[config.mk]
export PLATFORM = sky130hd
export DESIGN_NAME = viterbi_frame_ctrl
export DESIGN_NICKNAME = d
export VERILOG_FILES = /design/src/rtl/viterbi_pkg.sv /design/src/rtl/viterbi_out_buf.sv /design/src/rtl/viterbi_frame_ctrl.sv
export SDC_FILE = /design/constraint.sdc
export NUM_CORES = 1
export LEC_CHECK = 0
export ABC_AREA = 1
export CAP_MARGIN = 30
export CORE_ASPECT_RATIO = 0.9
export CORE_MARGIN = 4
export CORE_UTILIZATION = 40
export DETAILED_ROUTE_END_ITERATION = 16
export GPL_TIMING_DRIVEN = 0
export PLACE_DENSITY = 0.63
export SKIP_CTS_REPAIR_TIMING = 1
export SYNTH_ARGS = -nofsm -noshare
export SYNTH_HDL_FRONTEND = slang
export SYNTH_SLANG_ARGS = --single-unit
[constraint.sdc]
create_clock -name clk -period 2.4 [get_ports clk]
set_input_delay 0.24 -clock clk [delete_from_list [all_inputs] [get_ports clk]]
set_output_delay 0.24 -clock clk [all_outputs]
set_load 0.01 [all_outputs]
[src/rtl/viterbi_pkg.sv]
// viterbi_pkg: shared state type and constants for the Viterbi frame controller
package viterbi_pkg;
  typedef enum logic [1:0] {FILL, DRAIN, TB, OUT} vit_ctrl_state_t;
  localparam int VIT_FRAME_LEN_DEF = 16;
  localparam int VIT_PM_W = 8;
  // Path metrics loaded on acs_clear: state 0 starts at zero, every other state at max
  localparam logic [VIT_PM_W-1:0] VIT_PM_INIT_ZERO = '0;
  localparam logic [VIT_PM_W-1:0] VIT_PM_INIT_MAX = '1;
endpackage

[src/rtl/viterbi_out_buf.sv]
// viterbi_out_buf: FRAME_LEN x 1 reorder buffer, written in traceback order, read oldest-first
module viterbi_out_buf
  import viterbi_pkg::*;
#(
  parameter int DEPTH = VIT_FRAME_LEN_DEF,
  parameter int AW = $clog2(DEPTH)
) (
  input  logic          clk,
  input  logic          rst_n,
  input  logic          we,
  input  logic [AW-1:0] waddr,
  input  logic          wdata,
  input  logic [AW-1:0] raddr,
  output logic          rdata
);
  logic [DEPTH-1:0] mem;
  always_ff @(posedge clk or negedge rst_n)
    if (!rst_n) mem <= '0;
    else if (we) mem[waddr] <= wdata;
  assign rdata = mem[raddr];
endmodule

[src/rtl/viterbi_frame_ctrl.sv]
// viterbi_frame_ctrl: frame sequencer for the rate-1/2 hard-decision Viterbi decoder
// (symbol intake, ACS stepping, survivor traceback and oldest-first bit output)
module viterbi_frame_ctrl
  import viterbi_pkg::*;
#(
  parameter int FRAME_LEN = VIT_FRAME_LEN_DEF,
  parameter int AW = $clog2(FRAME_LEN)
) (
  input  logic          clk,
  input  logic          rst_n,
  input  logic          sym_valid,
  input  logic [1:0]    sym_pair,
  output logic          sym_ready,
  output logic [1:0]    bm_pair,
  output logic          acs_en,
  output logic          acs_clear,
  output logic          surv_we,
  output logic [AW-1:0] surv_addr,
  output logic          tb_start,
  output logic          tb_en,
  input  logic          tb_bit,
  output logic          out_valid,
  output logic          out_bit,
  input  logic          out_ready,
  output logic          frame_done
);
  localparam int TW = $clog2(FRAME_LEN + 1);
  localparam logic [AW-1:0] LAST = AW'(FRAME_LEN - 1);
  localparam logic [TW-1:0] TB_LAST = TW'(FRAME_LEN - 1);
  localparam logic [TW-1:0] TB_END = TW'(FRAME_LEN);
  vit_ctrl_state_t state, state_nx;
  logic [AW-1:0] k, j, addr_d, surv_addr_nx;
  logic [TW-1:0] tb_cnt;
  logic accept, out_take, cap, buf_bit;
  logic acs_en_nx, acs_clear_nx, tb_start_nx, tb_en_nx, out_valid_nx;
  assign sym_ready = state == FILL;
  assign accept = sym_valid & sym_ready;
  assign out_take = out_valid & out_ready;
  assign frame_done = out_take & (j == LAST);
  assign out_bit = out_valid & buf_bit;
  always_ff @(posedge clk or negedge rst_n)
    if (!rst_n) state <= FILL;
    else state <= state_nx;
  always_comb begin
    state_nx = state;
    case (state)
      FILL:    state_nx = (accept && k == LAST) ? DRAIN : FILL;
      DRAIN:   state_nx = TB;
      TB:      state_nx = (tb_cnt == TB_END) ? OUT : TB;
      OUT:     state_nx = frame_done ? FILL : OUT;
      default: state_nx = FILL;
    endcase
  end
  // Next values of the registered outputs; traceback runs FRAME_LEN steps plus one capture cycle
  always_comb begin
    acs_en_nx = accept;
    acs_clear_nx = accept & (k == '0);
    tb_start_nx = state == DRAIN;
    tb_en_nx = (state == DRAIN) || (state == TB && tb_cnt < TB_LAST);
    out_valid_nx = (state == TB && tb_cnt == TB_END) || (state == OUT && !frame_done);
    surv_addr_nx = accept ? k :
                   (state == DRAIN) ? LAST :
                   (state == TB && surv_addr != '0) ? surv_addr - AW'(1) : surv_addr;
  end
  always_ff @(posedge clk or negedge rst_n)
    if (!rst_n) begin
      k <= '0;
      j <= '0;
      tb_cnt <= '0;
      bm_pair <= '0;
      acs_en <= 1'b0;
      acs_clear <= 1'b0;
      surv_we <= 1'b0;
      surv_addr <= '0;
      tb_start <= 1'b0;
      tb_en <= 1'b0;
      out_valid <= 1'b0;
      cap <= 1'b0;
      addr_d <= '0;
    end else begin
      acs_en <= acs_en_nx;
      surv_we <= acs_en_nx;
      acs_clear <= acs_clear_nx;
      surv_addr <= surv_addr_nx;
      tb_start <= tb_start_nx;
      tb_en <= tb_en_nx;
      out_valid <= out_valid_nx;
      cap <= tb_en;
      addr_d <= surv_addr;
      if (accept) bm_pair <= sym_pair;
      k <= accept ? ((k == LAST) ? k : k + AW'(1)) : frame_done ? '0 : k;
      tb_cnt <= (state == DRAIN) ? '0 : (state == TB && tb_cnt != TB_END) ? tb_cnt + TW'(1) : tb_cnt;
      j <= frame_done ? '0 : out_take ? j + AW'(1) : j;
    end
  viterbi_out_buf #(.DEPTH(FRAME_LEN), .AW(AW)) u_out_buf (
    .clk(clk),
    .rst_n(rst_n),
    .we(cap),
    .waddr(addr_d),
    .wdata(tb_bit),
    .raddr(j),
    .rdata(buf_bit)
  );
endmodule

# Word-level counts from Yosys, hierarchy flattened
# Index checks and enable logic that the tools add are counted.
dict set report classes {
  n_reduce_logical 18
  n_eq_ne 8
  n_shift 0
  div_mod_pow 0
  bitwise 5
  addsub 4
  magnitude_cmp 4
  n_mux 19
  mul 0
}
# op count
set op_table {}
lappend op_table {{4-bit 2-to-1 mux} 8}
lappend op_table {{16-bit bitwise mux} 1}
lappend op_table {{4-bit by 5-bit < comparator with 1-bit output (second input constant)} 2}
lappend op_table {{5-bit 2-to-1 mux} 2}
lappend op_table {{4-bit by 1-bit adder with 4-bit output (second input constant)} 2}
lappend op_table {{4-bit equality test (second input constant)} 2}
lappend op_table {{2-bit case mux with 4 select lines} 1}
lappend op_table {{1-bit logical AND} 7}
lappend op_table {{2-bit nonzero test} 3}
lappend op_table {{5-bit by 1-bit adder with 5-bit output (second input constant)} 1}
lappend op_table {{1-bit AND} 5}
lappend op_table {{5-bit equality test (second input constant)} 1}
lappend op_table {{5-bit by 4-bit < comparator with 1-bit output (second input constant)} 1}
lappend op_table {{5-bit inequality test (second input constant)} 1}
lappend op_table {{1-bit binary-select mux with 4-bit select} 1}
lappend op_table {{1-bit demux with 4-bit select} 1}
lappend op_table {{2-bit equality test (second input constant)} 2}
lappend op_table {{4-bit by 1-bit greater-or-equal comparator with 1-bit output (second input constant)} 1}
lappend op_table {{4-bit logical NOT} 1}
lappend op_table {{1-bit 2-to-1 mux} 4}
lappend op_table {{4-bit nonzero test} 1}
lappend op_table {{4-bit by 1-bit subtractor with 4-bit output (second input constant)} 1}
lappend op_table {{3-bit nonzero test} 1}
lappend op_table {{2-bit by 1-bit equality test with 1-bit output (second input constant)} 1}
lappend op_table {{6 further kinds} 7}
dict set report totals {
  romBits 0
  elab_cells 72
  mem_count 0
  ramBits 0
  regBits 47
  latchBits 0
  inputBits 7
}

# Longest topological paths before layout
dict set report depth {
  word_depth 5
  mapped_depth 9
}

# Hierarchy
# A second synthesis with hierarchy kept.
dict set report unflattened {
  hier_cells 293
  area_unflattened_um2 2334.7
}
# mod area_per_inst_um2 instances cells_each
set by_module_without_submodules {}
lappend by_module_without_submodules {viterbi_frame_ctrl 1427.6 1 162}
lappend by_module_without_submodules {viterbi_out_buf 907.1 1 131}

# Least setup slack after synthesis
# Ideal clock, no wire load.
dict set report synth_timing {
  path_kind {register to output}
  startpoint {register j[0]}
  endpoint {output out_bit}
  n_path_buf 1
  required_time_ns 2.160
  slack_ns 1.121
  arrival_time_ns 1.039
  path_stages_with_launch 9
  cell_sequence {dfrtp_1 -> buf_2 -> nand2_1 -> nand3_1 -> nand2_1 -> nand2_1 -> nand2_1 -> nand2_1 -> nor2_1}
}
dict set report synth_between {
  elab_chain_cells 3
}
# element line
set synth_rtl {}
lappend synth_rtl {{start: declaration} viterbi_frame_ctrl.sv:32} ;# logic [AW-1:0] k, j, addr_d, surv_addr_nx;
lappend synth_rtl {{start signal: assignment} viterbi_frame_ctrl.sv:93} ;# j <= frame_done ? '0 : out_take ? j + AW'(1) : j;
lappend synth_rtl {{1-bit binary-select mux with 4-bit select} viterbi_out_buf.sv:20} ;# assign rdata = mem[raddr];
lappend synth_rtl {{1-bit 2-to-1 mux (implied by the code)} viterbi_out_buf.sv:20}
lappend synth_rtl {{1-bit AND} viterbi_frame_ctrl.sv:40} ;# assign out_bit = out_valid & buf_bit;
lappend synth_rtl {{end: declaration} viterbi_frame_ctrl.sv:23} ;# output logic out_bit,
# No other way between the ends. The select of a mux whose other input is x is not followed.

# Worst setup path after layout
# Same ends and word-level chain as after synthesis.

==> results by group <==
Route
  – DR WL/cell: ~12 um
  – DR iter-0 viols: between 70 and 80
  – Via/cell ratio: ~5
  – DRT Wirelength: between 4 and 5 mm
  – First-pass DRT Iterations: 4
  – Post-DRT Antenna Nets: 0
  – Vias: around 1,800
  – DRC errors left: 0

Clock tree
  – CTS tree: done
  – Clk buf depth: 2
  – Clock root cell: clkbuf_8
  – Num CTS Buffers: 5
  – Clock Latency Late Sink: roughly 300 ps
  – H-tree depth: 2
  – CTS sink cnt: 47
  – Clock slew at reported path FFs: about 90 ps

GRT
  – Vias in the first global route: approximately 1,800
  – Total gr overflow: 0
  – Initial antenna violation count: 0
  – GR Util All Layers: between 10% and 20%
  – First-pass GRT wire length: 8.23 mm
  – Pin count of the biggest net entering global routing: 41

Floorplan
  – Die Height: between 80 and 90 um
  – DIE AREA: between 7000 and 8000 um^2
  – Core area: between 5000 and 6000 um^2
  – Die Wd: a little under 90 um
  – Rows: 26
  – Starting density of the core: 41.0%
  – Ports: 22

Timing
  – RSZ-0062 raised after global routing: false
  – Fmax: ~460 MHz
  – Worst slew pin tran: roughly 400 ps
  – Min Clock Period, post-route: around 2200 ps
  – Setup violators final: 0
  – Final Hold Fails: 0
  – Slew Limit Headroom: approximately three quarters
  – Clk_skew: roughly 7.6 ps
  – Number of max-slew violations in the final report: 0
  – Final clock period utilization by the worst path: between 90% and 100%
  – Final TNS setup: 0 ps

Setup path
  – Worst path max stage delay: about 540 ps
  – Crit. End Element: output port
  – Worst path most repeated cell: nand2_1
  – CP delay by family, top: buffers and inverters
  – Worst Setup Start Kind: register
  – Worst path bufs/invs: 2
  – Crit path arrival time: 1930 ps
  – Critical path's slowest cell: clkdlybuf4s50_1
  – Worst Path Required: 2160 ps
  – CP cell instances: buf_2 -> nand2_1 -> nand3_1 -> nand2_1 -> nand2_1 -> nand2_1 -> nand2_1 -> nor2_1 -> clkdlybuf4s50_1
  – Worst Setup Path Type: register to output port
  – CP max FO: 10
  – Register-to-register setup slack: approximately 980 ps

Synth
  – Syn_nets: about 290
  – EDFF count, synth: 0
  – Synth Warn #: 0
  – Asr flop ratio synth: between 90% and 100%
  – Post-synthesis cell area: about 2300 um^2
  – Syn Inst Count: 272
  – Yosys reg bits: 47
  – Mean Syn Cell Area: roughly 8.5 um^2
  – Post-synthesis sequential area ratio: between 50 and 60%
  – Top FF cell, synth: dfrtp_1
  – Unique masters post-synth: 32

Outcome
  – Outcome: finished clean

Power
  – Leak pwr: between 1 and 1.5 nW
  – Power Dens Cells: approximately 1300 nW/um^2
  – Power, Total: ~3.5 mW
  – VDD IR-drop max: roughly 620 uV

Cells and area
  – Nets@finish: about 320
  – Share of post-route cells with drive strength above 1: a little under a tenth
  – FF+latch area: between 1000 and 1500 um^2
  – Area Growth Syn to Fin: 17.4%
  – Antenna Cells: 0
  – Fillcell total: between 500 and 600
  – Most common cell after layout, fill and taps aside: nand2_1
  – Area of the multi-input gates: 973 um^2
  – Commonest cells after routing, fill and taps aside: nand2_1 (66), dfrtp_1 (47), inv_1 (36)

Hold path
  – Worst min path class: primary input to asynchronous set/reset pin

Flow run
  – Max capacitance violation total: 0

Place
  – GPL Wtd Cong: about 0.83
  – Hpwl dp: about 3.4 mm
  – Port-buffer cells: 21
cell families after synthesis:
logic type / after synthesis / synth area share (%)
AND/OR/NAND/NOR: 123 / 25.1
AO/OA/AOI/OAI: 47 / 11.3
flip-flops: 47 / 50.7
buffers and inverters: 43 / 7.39
XOR/XNOR: 6 / 2.26
adder cells (fa/ha/maj): 6 / 3.23
cell type report:
cell class                 count  area share (%)
buffer                         3           0.597
clock buffer                   7            2.80
clock inverter                 1           0.184
inverter                      40            5.69
multi-input combinational    182            35.7
sequential                    47            43.2
tap                           70            3.21
timing repair buffer          23            8.63
metal layers:
metal / share of wire [%] / global-route usage (%) / up-vias
met4: 1.9 / 6.34 / 0
li1: - / - / 948
met1: 49 / 20.3 / 838
met2: 47 / 22.5 / 27
met3: 2.5 / 3.49 / 10
met5: 0 / 0 / -
Yosys cell counts (3+ instances only):
cell type  instances  area share (%)
nand4_1            3            0.81
nor2_2             5             1.3
dfrtp_1           47              51
o22ai_1            4             1.1
inv_1             36             5.8
a31oi_1           10             2.7
nand2_1           66              11
o21ai_1           10             2.2
nor2_1            13             2.1
a21oi_1           12             2.6
inv_2              3            0.49
xnor2_1            3             1.1
xor2_1             3             1.1
o21ai_0            8             1.7
nand3_1           27             5.8
ha_1               6             3.2
where the power goes:
part | leakage, nW | internal, mW | total [mW] | switching, mW
sequential | 0.563 | 1.14 | 1.45 | 0.309
combinational | 0.715 | 0.658 | 1.55 | 0.895
clock | 0.0422 | 0.205 | 0.467 | 0.263
worst reg2reg max path: cells and delay by family, from the launching register on:
kind,cells,cell delay (ps)
simple gates,3,540
fa+ha+maj,1,130
flops,1,450
buf+inv,1,90
compound gates,1,150
state kept, by name, indices dropped and copies added, names as in the netlist:
register and count:
u_out_buf.mem 16, tb_cnt 5, addr_d 4, j 4, k 4, surv_addr 4, bm_pair 2, state 2
acs_clear 1, cap 1, out_valid 1, surv_we 1, tb_en 1, tb_start 1
per-stage QoR:
stage | hold slack (ps) | setup slack, ps | std cells | util, % | area, um^2
2_1_floorplan | -55.6 | 1120 | 272 | - | 2320
3_3_place_gp | 371 | -268 | 363 | 46.3 | 2620
3_5_place_dp | 105 | 411 | 364 | 46.5 | 2630
4_1_cts | -227 | 219 | 372 | 48.0 | 2720
5_1_grt | 326 | 57.6 | 373 | 48.1 | 2730
6_report | 316 | 234 | 373 | 48.1 | 2730
worst paths after layout:
path,from,to,depth (start not counted)
hold / removal,rst_n,j[3]$_DFFE_PN0P_,2
setup / recovery,j[0]$_DFFE_PN0P_,out_bit,9
min in group clk,tb_en$_DFF_PN0_,cap$_DFF_PN0_,0
setup reg to reg,tb_cnt[0]$_DFFE_PN0P_,tb_cnt[1]$_DFFE_PN0P_,6
hold reg to reg,tb_en$_DFF_PN0_,cap$_DFF_PN0_,0
max in group asynchronous,rst_n,surv_addr[3]$_DFFE_PN0P_,3
(Power assumes the default switching activity.)
